`config.mk`:
```
export PLATFORM = sky130hd
export DESIGN_NAME = combo_lock_ctrl
export DESIGN_NICKNAME = d
export VERILOG_FILES = /design/src/rtl/combo_lock_ctrl.sv
export SDC_FILE = /design/constraint.sdc
export NUM_CORES = 1
export LEC_CHECK = 0
export BUFFER_PORTS_ARGS = -buffer_cell sky130_fd_sc_hd__buf_2
export CAP_MARGIN = 15
export CORE_ASPECT_RATIO = 1.2
export CORE_UTILIZATION = 45
export CTS_CLUSTER_DIAMETER = 30
export DETAILED_ROUTE_END_ITERATION = 8
export PLACE_DENSITY = 0.62
export SLEW_MARGIN = 30
export SYNTH_ARGS = -nofsm -noshare
export SYNTH_HDL_FRONTEND = slang
export SYNTH_SLANG_ARGS = --single-unit
```
`constraint.sdc`:
```
create_clock -name clk -period 5.2 [get_ports clk]
set_input_delay 0.78 -clock clk [delete_from_list [all_inputs] [get_ports clk]]
set_output_delay 0.78 -clock clk [all_outputs]
set_load 0.01 [all_outputs]
```
`src/rtl/combo_lock_ctrl.sv`:
```
// combo_lock_ctrl: sequencing controller for the keypad combination lock.
// The controller collects one BCD digit per key press into an entry buffer.
// On enter, it compares the buffer with the stored code. It holds the lock
// open for a fixed time, and it locks out the keypad after repeated failures.
// The code can be reprogrammed while the lock is open.
// Ports:
//   clk, rst_n   - clock, asynchronous active-low reset
//   bcd          - keypad digit, valid while one_press=1
//   one_press    - exactly one key held (debounced upstream)
//   enter        - submit (rising edge)
//   clear        - discard entry buffer (rising edge)
//   set_mode     - request code programming (rising edge)
//   unlocked     - lock open
//   lockout      - input locked out after too many failures
//   error        - one-cycle pulse on a rejected submission
//   set_active   - code-programming state
//   digit_count  - digits held in the entry buffer
module combo_lock_ctrl #(
    parameter int unsigned CODE_LEN       = 4,
    parameter logic [27:0] DEFAULT_CODE   = 28'h0001234,
    parameter int unsigned MAX_FAILS      = 3,
    parameter int unsigned UNLOCK_CYCLES  = 50_000_000,
    parameter int unsigned LOCKOUT_CYCLES = 500_000_000
) (
    input  logic       clk,
    input  logic       rst_n,
    input  logic [3:0] bcd,
    input  logic       one_press,
    input  logic       enter,
    input  logic       clear,
    input  logic       set_mode,
    output logic       unlocked,
    output logic       lockout,
    output logic       error,
    output logic       set_active,
    output logic [2:0] digit_count
);

    localparam int unsigned BUF_W   = CODE_LEN * 4;
    localparam int unsigned TMR_MAX = (UNLOCK_CYCLES > LOCKOUT_CYCLES) ? UNLOCK_CYCLES : LOCKOUT_CYCLES;
    localparam int unsigned TMR_W   = (TMR_MAX > 1) ? $clog2(TMR_MAX) : 1;
    localparam int unsigned CNT_W   = 3;
    localparam int unsigned FAIL_W  = 4;

    typedef enum logic [1:0] {
        ST_LOCKED  = 2'd0,
        ST_OPEN    = 2'd1,
        ST_SET     = 2'd2,
        ST_LOCKOUT = 2'd3
    } state_t;

    state_t              state_q, state_d;
    logic [BUF_W-1:0]    code_q, code_d;
    logic [BUF_W-1:0]    buf_q, buf_d;
    logic [CNT_W-1:0]    cnt_q, cnt_d;
    logic [FAIL_W-1:0]   fail_q, fail_d;
    logic [TMR_W-1:0]    tmr_q, tmr_d;
    logic                prev_press_q, prev_enter_q, prev_clear_q, prev_set_q;
    logic                unlocked_q, lockout_q, error_q, set_active_q;
    logic                error_d;

    logic                ev_clr, ev_ent, ev_set, ev_dig;
    logic                take_clr, take_ent, take_set, take_dig;
    logic                buf_full, code_match, tmr_zero;
    logic [BUF_W-1:0]    buf_shift;
    logic [FAIL_W-1:0]   fail_inc;

    // Rising-edge events, resolved by priority: clear > enter > set_mode > digit
    always_comb begin
        ev_clr   = clear & ~prev_clear_q;
        ev_ent   = enter & ~prev_enter_q;
        ev_set   = set_mode & ~prev_set_q;
        ev_dig   = one_press & ~prev_press_q;
        take_clr = ev_clr;
        take_ent = ev_ent & ~ev_clr;
        take_set = ev_set & ~ev_clr & ~ev_ent;
        take_dig = ev_dig & ~ev_clr & ~ev_ent & ~ev_set;
    end

    // Newest digit enters at the bottom, so the first digit ends up most significant
    assign buf_shift  = BUF_W'({buf_q, bcd});
    assign buf_full   = (cnt_q == CNT_W'(CODE_LEN));
    assign code_match = buf_full && (buf_q == code_q);
    assign tmr_zero   = (tmr_q == '0);
    assign fail_inc   = FAIL_W'(fail_q + FAIL_W'(1));

    // Next-state and datapath
    always_comb begin
        state_d = state_q;
        code_d  = code_q;
        buf_d   = buf_q;
        cnt_d   = cnt_q;
        fail_d  = fail_q;
        tmr_d   = tmr_q;
        error_d = 1'b0;

        case (state_q)
            ST_LOCKED: begin
                if (take_clr) begin
                    buf_d = '0;
                    cnt_d = '0;
                end else if (take_ent) begin
                    buf_d = '0;
                    cnt_d = '0;
                    if (code_match) begin
                        state_d = ST_OPEN;
                        fail_d  = '0;
                        tmr_d   = TMR_W'(UNLOCK_CYCLES - 1);
                    end else begin
                        error_d = 1'b1;
                        fail_d  = fail_inc;
                        if (fail_inc == FAIL_W'(MAX_FAILS)) begin
                            state_d = ST_LOCKOUT;
                            tmr_d   = TMR_W'(LOCKOUT_CYCLES - 1);
                        end
                    end
                end else if (take_dig && !buf_full) begin
                    buf_d = buf_shift;
                    cnt_d = CNT_W'(cnt_q + CNT_W'(1));
                end
            end

            // Expiry wins over same-cycle events so the open time is exact
            ST_OPEN: begin
                if (tmr_zero) begin
                    state_d = ST_LOCKED;
                end else begin
                    tmr_d = TMR_W'(tmr_q - TMR_W'(1));
                    if (take_ent) begin
                        state_d = ST_LOCKED;
                    end else if (take_set) begin
                        state_d = ST_SET;
                        buf_d   = '0;
                        cnt_d   = '0;
                    end
                end
            end

            ST_SET: begin
                if (take_clr) begin
                    buf_d = '0;
                    cnt_d = '0;
                end else if (take_ent) begin
                    if (buf_full) begin
                        code_d = buf_q;
                    end else begin
                        error_d = 1'b1;
                    end
                    state_d = ST_LOCKED;
                    buf_d   = '0;
                    cnt_d   = '0;
                end else if (take_set) begin
                    state_d = ST_LOCKED;
                    buf_d   = '0;
                    cnt_d   = '0;
                end else if (take_dig && !buf_full) begin
                    buf_d = buf_shift;
                    cnt_d = CNT_W'(cnt_q + CNT_W'(1));
                end
            end

            ST_LOCKOUT: begin
                if (tmr_zero) begin
                    state_d = ST_LOCKED;
                    fail_d  = '0;
                    buf_d   = '0;
                    cnt_d   = '0;
                end else begin
                    tmr_d = TMR_W'(tmr_q - TMR_W'(1));
                end
            end

            default: state_d = ST_LOCKED;
        endcase
    end

    // State, datapath and registered outputs
    always_ff @(posedge clk or negedge rst_n) begin
        if (!rst_n) begin
            state_q      <= ST_LOCKED;
            code_q       <= DEFAULT_CODE[BUF_W-1:0];
            buf_q        <= '0;
            cnt_q        <= '0;
            fail_q       <= '0;
            tmr_q        <= '0;
            prev_press_q <= 1'b0;
            prev_enter_q <= 1'b0;
            prev_clear_q <= 1'b0;
            prev_set_q   <= 1'b0;
            unlocked_q   <= 1'b0;
            lockout_q    <= 1'b0;
            error_q      <= 1'b0;
            set_active_q <= 1'b0;
        end else begin
            state_q      <= state_d;
            code_q       <= code_d;
            buf_q        <= buf_d;
            cnt_q        <= cnt_d;
            fail_q       <= fail_d;
            tmr_q        <= tmr_d;
            prev_press_q <= one_press;
            prev_enter_q <= enter;
            prev_clear_q <= clear;
            prev_set_q   <= set_mode;
            unlocked_q   <= (state_d == ST_OPEN);
            lockout_q    <= (state_d == ST_LOCKOUT);
            error_q      <= error_d;
            set_active_q <= (state_d == ST_SET);
        end
    end

    assign unlocked    = unlocked_q;
    assign lockout     = lockout_q;
    assign error       = error_q;
    assign set_active  = set_active_q;
    assign digit_count = cnt_q;

endmodule

```
==> results of run 1 <==
==> registers in the layout, summed over array words and instances, names as in the netlist <==
signal        cells
digit_count       3
prev_clear_q      1
state_q           2
buf_q            16
prev_set_q        1
tmr_q            29
fail_q            4
code_q           16
error             1
unlocked          1
lockout           1
prev_press_q      1
prev_enter_q      1
set_active        1
==> routing by layer <==
metal,vias to the layer above,wire (microns)
li1,1444,-
met3,14,294
met5,-,0
met2,49,4007
met1,1419,3718
met4,0,177
==> cell type report <==
cell class                      instances  share of cell area [%]
Sequential cell                        78                   44.36
Multi-Input combinational cell        273                   43.76
Tap cell                              117                   3.316
Clock buffer                            9                   2.806
Timing Repair Buffer                   18                   2.494
Clock inverter                          7                   2.324
Inverter                               11                  0.9354
==> power by group through the flow <==
stage / sequential (W) / combinational, W / clock [W]
global placement: 0.000961 / 0.000521 / 0
global route: 0.000983 / 0.000605 / 0.000557
floorplan: 0.000886 / 0.000467 / 0
CTS: 0.000955 / 0.000542 / 0.000528
finish: 0.000957 / 0.000534 / 0.000517
detailed placement: 0.000965 / 0.000540 / 0
==> through the flow <==
step	cells	hold slack, ns	utilization, %	setup WS [ns]	total power, W
floorplan	377	0.4661	-	2.701	0.001353
CTS	513	0.4434	51.26	2.135	0.002024
detailed placement	497	0.5007	48.63	2.150	0.001505
finish	513	0.4270	51.26	2.161	0.002009
global route	513	0.4628	51.26	1.892	0.002146
global placement	496	0.4983	48.37	2.062	0.001482
==> logic make-up (layout without fill, tap and decap cells) <==
family | after synthesis | count (layout)
and+or+nand+nor | 128 | 128
AOI/OAI and AO/OA | 96 | 96
buffers and inverters | 26 | 45
DFF | 78 | 78
xor gates and xnor gates | 27 | 27
muxes | 17 | 17
adders and majority gates | 5 | 5
==> synthesized netlist by cell type (all sizes together) (6+ instances only) <==
cell type,n
nor3,13
dfrtp,73
a21oi,13
a31oi,6
clkbuf,11
a22o,18
nand3,21
nor2,18
mux2,17
inv,11
xnor2,8
nand2,24
o21ai,17
xor2,19
a2bb2oi,9
nor4,16
==> worst min-delay path by stage <==
stage / from / end / slack [ns] / depth (start not counted)
finish: rst_n / tmr_q[3]$_DFFE_PN0P_ / 0.43 / 1
global route: rst_n / error$_DFF_PN0_ / 0.46 / 1
CTS: rst_n / lockout$_DFF_PN0_ / 0.44 / 1
detailed placement: tmr_q[27]$_DFFE_PN0P_ / tmr_q[27]$_DFFE_PN0P_ / 0.50 / 1
global placement: tmr_q[27]$_DFFE_PN0P_ / tmr_q[27]$_DFFE_PN0P_ / 0.50 / 1
floorplan: tmr_q[27]$_DFFE_PN0P_ / tmr_q[27]$_DFFE_PN0P_ / 0.47 / 1
==> results.py, run 1 <==
metrics = {
    "critical_path": {
        "critPathRequiredTime_ns": 5.40,
        "path_depth": 5,
        "crit_type": "reg2reg",
        "critical-path-top-delay-family": "flip-flops",
        "critPathLaunchType": "flip-flop",
        "rr_worst_depth": 5,
        "rr_startpoint": "state_q[0]$_DFF_PN0_",
        "reg2reg_to": "tmr_q[1]$_DFFE_PN0P_",
        "r2r_setup_slack_ns": 2.16,
        "crit_slowest_cell": "dfrtp_1",
        "cp.arrival_ns": 3.24,
        "cp-endpoint": "tmr_q[1]$_DFFE_PN0P_",
        "cp_num_buf_inv": 1,
        "cp-end-kind": "flip-flop",
        "critPathLaunch": "state_q[0]$_DFF_PN0_",
        "cp_cell_sequence": "inv_1, a21oi_1, nor2_2, nand2_1, a31oi_1",
        "crit_fanout": 27,
        "cp_slowest_stage_delay_ns": 0.96,
    },
    "global_route": {
        "grt_max_degree": 47,
        "grt_pass1_wl_microns": 14030,
        "use_met1_pct": 26.50,
        "use_met3_pct": 4.933,
        "top_usage_layer": "met2",
        "antenna_found_initial": 0,
        "use_met2_pct": 31.56,
        "track_usage_pct": 19.98,
        "grt_pass1_vias": 2847,
        "gr-total-overflow": 0,
    },
    "timing": {
        "skew_ns": 0.01043,
        "final.setup.tns_ns": 0,
        "worst_pin_slew_ns": 0.9293,
        "setup_viol": 0,
        "final_hold_viol_count": 0,
        "timing.fmax_mhz": 329.1,
        "fin_crit_sh_pct": 58.44,
        "slew_violations": 0,
        "rsz0062_at_grt": "false",
        "fin_crit_ns": 3.039,
        "relSlewSlack_pct": 38.04,
    },
    "layout": {
        "seq_area_sq_um": 1958,
        "drive_above_1_share_pct": 16.92,
        "fillers": 812,
        "stdcell_area_sq_um": 4414,
        "final_common_cell": "dfrtp_1",
        "n_antenna_cell": 0,
        "fin_nets": 406,
        "area_growth_pct": 10.32,
        "multi_input_area_sq_um": 1932,
        "final_cell_mix": "dfrtp_1 (73), nand2_1 (24), nand3_1 (21), xor2_1 (19), a22o_1 (18)",
    },
    "drt": {
        "routed_wl_microns": 8197,
        "drtIter0Drc": 163,
        "drc": 0,
        "ant_nets": 0,
        "vias_per_cell": 5.704,
        "drt-pass1-iter-count": 4,
        "wire_per_inst_microns": 15.98,
        "vias": 2926,
    },
    "synth": {
        "muxShareOfSynthArea_pct": 4.784,
        "synthDominantCellAreaShare_pct": 45.65,
        "synth-warning-count": 0,
        "synthesis.nets": 392,
        "async_flop_share_pct": 100.0,
        "synth_area_per_cell_sq_um": 10.61,
        "synth-simple-area-share_pct": 18.45,
        "synth_xor_xnor_area_share_pct": 5.910,
        "syn-cell-area_sq_um": 4001,
        "synth_top_area_cell": "dfrtp_1",
        "synth_area_leaders": "dfrtp_1 (46%), mux2_2 (4.8%), xor2_1 (4.2%), a22o_1 (3.9%), dfstp_2 (3.3%)",
        "synth-edff-count": 0,
        "synthFlopType": "dfrtp_1",
        "synth-compound-area-share_pct": 17.51,
        "ys_ff_latch": 78,
        "synth_top_family_by_area": "simple AND/OR/NAND/NOR gates",
        "syn_inst": 377,
        "synth_fa_ha_area_share_pct": 1.563,
        "synth.distinct_cells": 62,
        "seq_area_frac_synth_pct": 48.94,
    },
    "clocking": {
        "postCtsHoldBufs": 0,
        "root_buffer": "clkbuf_8",
        "cts_resized": 0,
        "cts_max_level": 3,
        "cts_setup_buffers": 0,
        "cts_sinks": 78,
        "clk_pin_slew_ns": 0.09,
        "cts_max_path_buffers": 2,
        "clkLatencyLatePin_ns": 0.36,
        "tritoncts": "yes",
        "cts_buffers": 9,
    },
    "power_and_ir_drop": {
        "p_seq_share_pct": 47.6,
        "clockPowerShare_pct": 25.7,
        "leakage_nw": 1.998,
        "intPower_w": 0.001262,
        "switchingPower_w": 0.0007471,
        "cellPowerDensity_nw_per_um2": 455.1,
        "p_comb_share_pct": 26.6,
        "sw_frac_of_total_pct": 37.19,
        "ir_drop_v": 0.0001664,
    },
    "placement": {
        "gp_congestion": 0.8205,
        "hpwl_microns": 5767,
        "placed_cell_area_sq_um": 4188,
        "io_buffers": 16,
    },
    "floorplanning": {
        "num_rows": 37,
        "dieHeight_microns": 105.3,
        "pin_count": 17,
        "initial_core_util_pct": 46.47,
        "coreArea_sq_um": 8611,
        "die_x_microns": 88.08,
        "dieArea_sq_um": 9274,
    },
    "job": {
        "drv_cap": 0,
    },
    "outcome": {
        "outcome": "completed",
    },
    "hold_path": {
        "holdCritPathClass": "in2async",
    },
}
Power figures use the tool's default switching activity.
==> run 2: changes to the inputs <==
- ABC_AREA: default -> 1
- clock period: 5.2 -> 3 ns (I/O delays scaled with it)
==> run 2 against run 1 <==
Against the previous run: register-to-register slack got worse by 1.4 ns; utilization fell by 0.59 points; non-clock buffer count rose by 7.
==> results.py, run 2 <==
metrics = {
    "power_and_ir_drop": {
        "ir_drop_v": 0.0005240,
        "p_seq_share_pct": 31.6,
        "intPower_w": 0.003016,
        "power_w": 0.005822,
        "switchingPower_w": 0.002806,
        "leakage_nw": 3.012,
        "cellPowerDensity_nw_per_um2": 984.1,
        "p_comb_share_pct": 49.1,
        "clockPowerShare_pct": 19.3,
        "sw_frac_of_total_pct": 48.20,
    },
    "drt": {
        "wl_met3_microns": 358,
        "drc": 0,
        "drtIter0Drc": 262,
        "drt-pass1-iter-count": 5,
        "dr.max_layer_used": "met4",
        "wl_met1_microns": 5788,
        "wl_met2_microns": 7153,
        "routed_wl_microns": 13650,
        "ant_nets": 0,
        "vias": 5257,
        "vias_per_cell": 5.268,
        "wire_per_inst_microns": 13.68,
    },
    "synth": {
        "synthFlopType": "dfrtp_1",
        "synth.distinct_cells": 39,
        "synth-edff-count": 0,
        "synth_area_per_cell_sq_um": 6.557,
        "syn-cell-area_sq_um": 5455,
        "synth_top_area_cell": "dfrtp_1",
        "seq_area_frac_synth_pct": 35.89,
        "synthesis.nets": 847,
        "synth.most_common_cell": "nand2_1",
        "synthDominantCellAreaShare_pct": 33.49,
        "ys_top_cells_by_count": "nand2_1 (251), nand3_1 (151), nor2_1 (120)",
        "synth-warning-count": 0,
        "synth_area_leaders": "dfrtp_1 (33%), nand2_1 (17%), nand3_1 (14%), nor2_1 (8.3%), inv_1 (4.3%)",
        "syn_inst": 832,
        "ys_ff_latch": 78,
        "async_flop_share_pct": 100.0,
    },
    "floorplanning": {
        "initial_core_util_pct": 46.73,
        "coreArea_sq_um": 11670,
        "dieArea_sq_um": 12570,
        "pin_count": 17,
        "die_x_microns": 102.5,
        "num_rows": 43,
        "dieHeight_microns": 122.6,
    },
    "layout": {
        "drive_above_1_share_pct": 12.13,
        "regMostFlops": "tmr_q",
        "largest_reg_flops": 29,
        "fin_nets": 851,
        "area_growth_pct": 8.440,
        "final_common_cell": "nand2_1",
        "instances_no_fill": 998,
        "n_antenna_cell": 0,
        "largestRegisters": "tmr_q x29, buf_q x16, code_q x16",
        "final_cell_mix": "nand2_1 (251), nand3_1 (151), nor2_1 (120), dfrtp_1 (73), inv_1 (63)",
        "fillers": 1222,
    },
    "global_route": {
        "track_usage_pct": 24.08,
        "grt_max_degree": 79,
        "grt_pass1_vias": 5016,
        "grt_pass1_wl_microns": 23560,
        "antenna_found_initial": 0,
        "gr-total-overflow": 0,
    },
    "critical_path": {
        "cp-end-kind": "flip-flop",
        "rr_startpoint": "code_q[2]$_DFFE_PN1P_",
        "reg2reg_to": "tmr_q[23]$_DFFE_PN0P_",
        "cp_slowest_stage_delay_ns": 0.53,
        "r2r_setup_slack_ns": 0.80,
        "crit_type": "reg2reg",
        "cp.arrival_ns": 2.43,
        "critPathRequiredTime_ns": 3.22,
        "cp_cell_sequence": "inv_1, nand2_1, nand2_1, nor2_1, nand3_1, nor2_2, nand2_2, nand3_4, nand2_8, nand2_1, nand2_1",
        "rr_worst_depth": 11,
        "critPathLaunchType": "flip-flop",
        "cp_common_cell": "nand2_1",
        "crit_fanout": 28,
        "crit_slowest_cell": "dfstp_2",
    },
    "clocking": {
        "cts_resized": 0,
        "root_buffer": "clkbuf_16",
        "cts_max_path_buffers": 2,
        "cts_buffers": 9,
        "clk_pin_slew_ns": 0.06,
        "clkLatencyLatePin_ns": 0.34,
        "cts_sinks": 78,
        "cts_max_level": 3,
        "tritoncts": "yes",
        "postCtsHoldBufs": 0,
        "cts_setup_buffers": 0,
    },
    "timing": {
        "timing.fmax_mhz": 453.7,
        "fin_crit_sh_pct": 73.47,
        "worst_hold_slack_ns": 0.1615,
        "setup_ws_ns": 0.7959,
        "slew_violations": 0,
        "worst_pin_slew_ns": 0.7421,
        "rsz0062_at_grt": "false",
        "setup_viol": 0,
        "final.setup.tns_ns": 0,
        "skew_ns": 0.008793,
        "fin_crit_ns": 2.204,
        "final_hold_viol_count": 0,
        "relSlewSlack_pct": 50.53,
    },
    "hold_path": {
        "holdCritPathClass": "in2async",
    },
    "placement": {
        "io_buffers": 16,
        "place_ws_ns": 0.7899,
        "hpwl_microns": 9282,
        "gp_congestion": 0.8656,
        "dp_cells": 982,
    },
    "job": {
        "drv_cap": 0,
    },
    "outcome": {
        "outcome": "completed",
    },
}
==> run 2: cell count changes after synthesis, sizes merged, moves of 13 or more <==
cell	previous run	this run
a22o	18	0
buf	4	18
inv	11	75
mux2	17	0
nand2	24	281
nand3	21	154
nor2	18	127
nor4	16	0
o21ai	17	36
xor2	19	6
==> run 2: cell families after synthesis <==
kind of cell / synth area share [%]
adder cells (fa/ha/maj): 1.147
XOR/XNOR: 1.605
AND/OR/NAND/NOR: 47.87
AO/OA/AOI/OAI: 4.633
buffers and inverters: 8.853
flip-flops: 35.89
==> run 2: power by group through the flow <==
stage | sequential [W] | clock, W | combinational [W]
global placement | 0.00184 | 0 | 0.00281
finish | 0.00184 | 0.00112 | 0.00286
global route | 0.00189 | 0.00120 | 0.00326
CTS | 0.00183 | 0.00116 | 0.00287
detailed placement | 0.00185 | 0 | 0.00286
floorplan | 0.00176 | 0 | 0.00230
==> run 2: area by class of cell <==
cell class	instances	area [sq um]	share of cell area, %
tap	157	196.4	3.321
multi-input combinational	646	3019	51.04
clock inverter	3	42.54	0.7191
sequential	78	1958	33.10
inverter	76	285.3	4.822
clock buffer	13	260.3	4.399
timing repair buffer	25	153.9	2.602
==> run 2: worst max path at each step <==
stage                                     from               endpoint  slack, ns  depth (start not counted)
floorplan           digit_count[0]$_DFFE_PN0P_   buf_q[5]$_DFFE_PN0P_       1.17                         12
CTS                      code_q[2]$_DFFE_PN1P_  tmr_q[20]$_DFFE_PN0P_       0.78                         11
global placement         code_q[2]$_DFFE_PN1P_  tmr_q[21]$_DFFE_PN0P_       0.80                         11
finish                   code_q[2]$_DFFE_PN1P_  tmr_q[23]$_DFFE_PN0P_       0.80                         11
global route        digit_count[0]$_DFFE_PN0P_  tmr_q[21]$_DFFE_PN0P_       0.51                         11
detailed placement       code_q[2]$_DFFE_PN1P_  tmr_q[23]$_DFFE_PN0P_       0.79                         11
==> run 2: worst max-delay path, delay by kind of cell, from the launching register on <==
| family | cells | cell delay (ns) |
|---|---|---|
| simple gates | 10 | 1.49 |
| buf+inv | 1 | 0.04 |
| flops | 1 | 0.53 |
==> run 2: metrics by stage <==
| step | util [%] | instance area [sq um] |
|---|---|---|
| floorplan | - | 5455 |
| global placement | 48.04 | 5609 |
| detailed placement | 48.08 | 5613 |
| CTS | 50.67 | 5916 |
| global route | 50.67 | 5916 |
| finish | 50.67 | 5916 |
==> run 2: routing by layer <==
| metal | global-route usage [%] | vias to the layer above |
|---|---|---|
| li1 | - | 2663 |
| met1 | 27.59 | 2486 |
| met2 | 43.54 | 86 |
| met3 | 3.531 | 22 |
| met4 | 10.98 | 0 |
| met5 | 0 | - |
==> run 3: changes to the inputs <==
- PLACE_DENSITY: 0.62 -> 0.64
- clock period: 3 -> 1.8 ns (I/O delays scaled with it)
==> run 3 against run 2 <==
Against the previous run: the run now ends with negative setup slack left; clock-buffer cell count fell by 2; utilization rose by 9.6 points; power rose by 110%; die area did not move; global-route usage rose by 1.5 points; via count rose by 7.9%; routed wire length rose by 20%; largest power group unchanged; non-clock buffer count rose by 65; design area rose by 19%.
==> results.py, run 3 (synthesized netlist as in run 2, its figures left out) <==
metrics = {
    "layout": {
        "instances_no_fill": 1068,
        "final_common_cell": "nand2_1",
        "fillers": 1076,
        "largestRegisters": "tmr_q x29, buf_q x16, code_q x16",
        "utilization_pct": 60.24,
        "n_antenna_cell": 0,
        "multi_input_area_sq_um": 3466,
        "area_growth_pct": 28.92,
        "regMostFlops": "tmr_q",
        "fin_nets": 921,
        "seq_area_sq_um": 1959,
        "final_cell_mix": "nand2_1 (237), nand3_1 (117), nor2_1 (104), dfrtp_1 (72)",
        "largest_reg_flops": 29,
        "drive_above_1_share_pct": 26.78,
    },
    "critical_path": {
        "crit_type": "reg2reg",
        "cp-end-kind": "flip-flop",
        "rr_worst_depth": 12,
        "r2r_setup_slack_ns": -0.003,
        "cp.arrival_ns": 2.03,
        "reg2reg_to": "buf_q[8]$_DFFE_PN0P_",
        "critPathRequiredTime_ns": 2.03,
        "crit_fanout": 5,
        "critPathLaunchType": "flip-flop",
        "rr_startpoint": "digit_count[0]$_DFFE_PN0P_",
    },
    "timing": {
        "skew_ns": 0.01001,
        "fin_crit_sh_pct": 100.2,
        "worst_pin_slew_ns": 0.5549,
        "final.setup.tns_ns": -0.002807,
        "setup_ws_ns": -0.002807,
        "slew_violations": 0,
        "worst_hold_slack_ns": 0.04708,
        "final_hold_viol_count": 0,
        "setup_viol": 1,
        "fin_crit_ns": 1.803,
        "timing.fmax_mhz": 554.7,
        "rsz0062_at_grt": "true",
        "relSlewSlack_pct": 63.00,
    },
    "global_route": {
        "grt_pass1_wl_microns": 24810,
        "grt_max_degree": 40,
        "track_usage_pct": 25.56,
        "grt_pass1_vias": 5391,
        "antenna_found_initial": 0,
        "gr-total-overflow": 0,
    },
    "hold_path": {
        "worstHoldStart": "one_press",
        "holdCritPathClass": "in2reg",
        "holdPathEnd": "prev_press_q$_DFF_PN0_",
        "whs_path_depth": 1,
    },
    "floorplanning": {
        "initial_core_util_pct": 46.73,
        "die_x_microns": 102.5,
        "num_rows": 43,
        "dieHeight_microns": 122.6,
        "pin_count": 17,
        "coreArea_sq_um": 11670,
        "dieArea_sq_um": 12570,
    },
    "drt": {
        "vias": 5672,
        "drt-pass1-iter-count": 5,
        "wire_per_inst_microns": 15.37,
        "ant_nets": 0,
        "drtIter0Drc": 217,
        "vias_per_cell": 5.311,
        "drc": 0,
        "routed_wl_microns": 16410,
    },
    "outcome": {
        "violations": "negative setup slack",
        "outcome": "finished with violations",
    },
    "power_and_ir_drop": {
        "ir_drop_v": 0.0008913,
        "cellPowerDensity_nw_per_um2": 1751,
        "leakage_nw": 3.482,
    },
    "placement": {
        "io_buffers": 16,
        "place_ws_ns": -0.02813,
        "hpwl_microns": 10070,
        "gp_congestion": 0.8494,
        "dp_cells": 1030,
    },
    "clocking": {
        "cts_max_path_buffers": 2,
        "cts_sinks": 78,
        "tritoncts": "yes",
        "clk_pin_slew_ns": 0.06,
        "cts_max_level": 3,
        "clkLatencyLatePin_ns": 0.35,
        "root_buffer": "clkbuf_16",
        "cts_buffers": 9,
    },
    "job": {
        "drv_cap": 0,
    },
}
run 3: cell types whose count changed in the layout (fill, tap and decap cells not counted), sizes merged:
cell         before  now
nand2           281  286
clkinvlp          1    0
clkbuf           13   15
clkinv            2    5
dlygate4sd3       0    1
buf              25   85
run 3: worst max path at each step:
stage / startpoint / endpoint / slack, ns / cells past startpoint
after floorplan: digit_count[0]$_DFFE_PN0P_ / buf_q[5]$_DFFE_PN0P_ / 0.04 / 12
after global placement: tmr_q[0]$_DFFE_PN0P_ / buf_q[4]$_DFFE_PN0P_ / 0.04 / 10
after detailed placement: digit_count[0]$_DFFE_PN0P_ / buf_q[4]$_DFFE_PN0P_ / -0.03 / 11
after CTS: tmr_q[0]$_DFFE_PN0P_ / tmr_q[25]$_DFFE_PN0P_ / -0.002 / 10
after global routing: digit_count[0]$_DFFE_PN0P_ / tmr_q[5]$_DFFE_PN0P_ / -0.11 / 12
final: digit_count[0]$_DFFE_PN0P_ / buf_q[8]$_DFFE_PN0P_ / -0.003 / 12
run 3: what timing repair did:
action / CTS / global route
pin swaps: 2 / 64
hold endpoints to repair: 29 / 0
cloned: 1 / 10
endpoints found under the setup margin: 19 / 55
buffers inserted: 0 / 10
hold buffers: 1 / 0
gates resized for setup: 7 / 91
run 3: area by class of cell:
type | instances | share of cell area, %
Inverter | 76 | 4.092
Clock buffer | 11 | 3.451
Timing Repair Buffer | 90 | 11.81
Clock inverter | 5 | 0.7116
Tap cell | 157 | 2.793
Sequential cell | 78 | 27.86
Multi-Input combinational cell | 651 | 49.28
run 3: worst max-delay path: stages, from the launching register on:
cell       delay, ns
dfrtp_1         0.36
inv_2           0.06
ha_4            0.16
nand2_4         0.07
inv_4           0.04
nor3_4          0.26
buf_12          0.19
clkbuf_16       0.15
nand3_2         0.06
nand3_1         0.10
nor2_1          0.05
nand3_1         0.08
nand3_1         0.08
run 3: per-stage QoR:
step | instance area [sq um] | power (W)
after floorplan | 5455 | 0.006759
after global placement | 6045 | 0.008521
after detailed placement | 6045 | 0.008682
after CTS | 6385 | 0.01063
after global routing | 7033 | 0.01317
final | 7033 | 0.01232
run 3: where the power goes:
part	switching (W)	internal (W)	leakage, nW	total, W
Combinational	0.00454	0.00303	2.34	0.00757
Clock	0.000753	0.00110	0.149	0.00186
Sequential	0.000519	0.00237	0.996	0.00289
run 3: metal layers:
| layer | track usage, % | share of wire [%] | vias to the layer above |
|---|---|---|---|
| met5 | 0 | 0 | - |
| met4 | 13.21 | 4.3 | 0 |
| met3 | 3.815 | 4.6 | 53 |
| met2 | 46.08 | 52 | 174 |
| met1 | 28.72 | 40 | 2638 |
| li1 | - | - | 2807 |
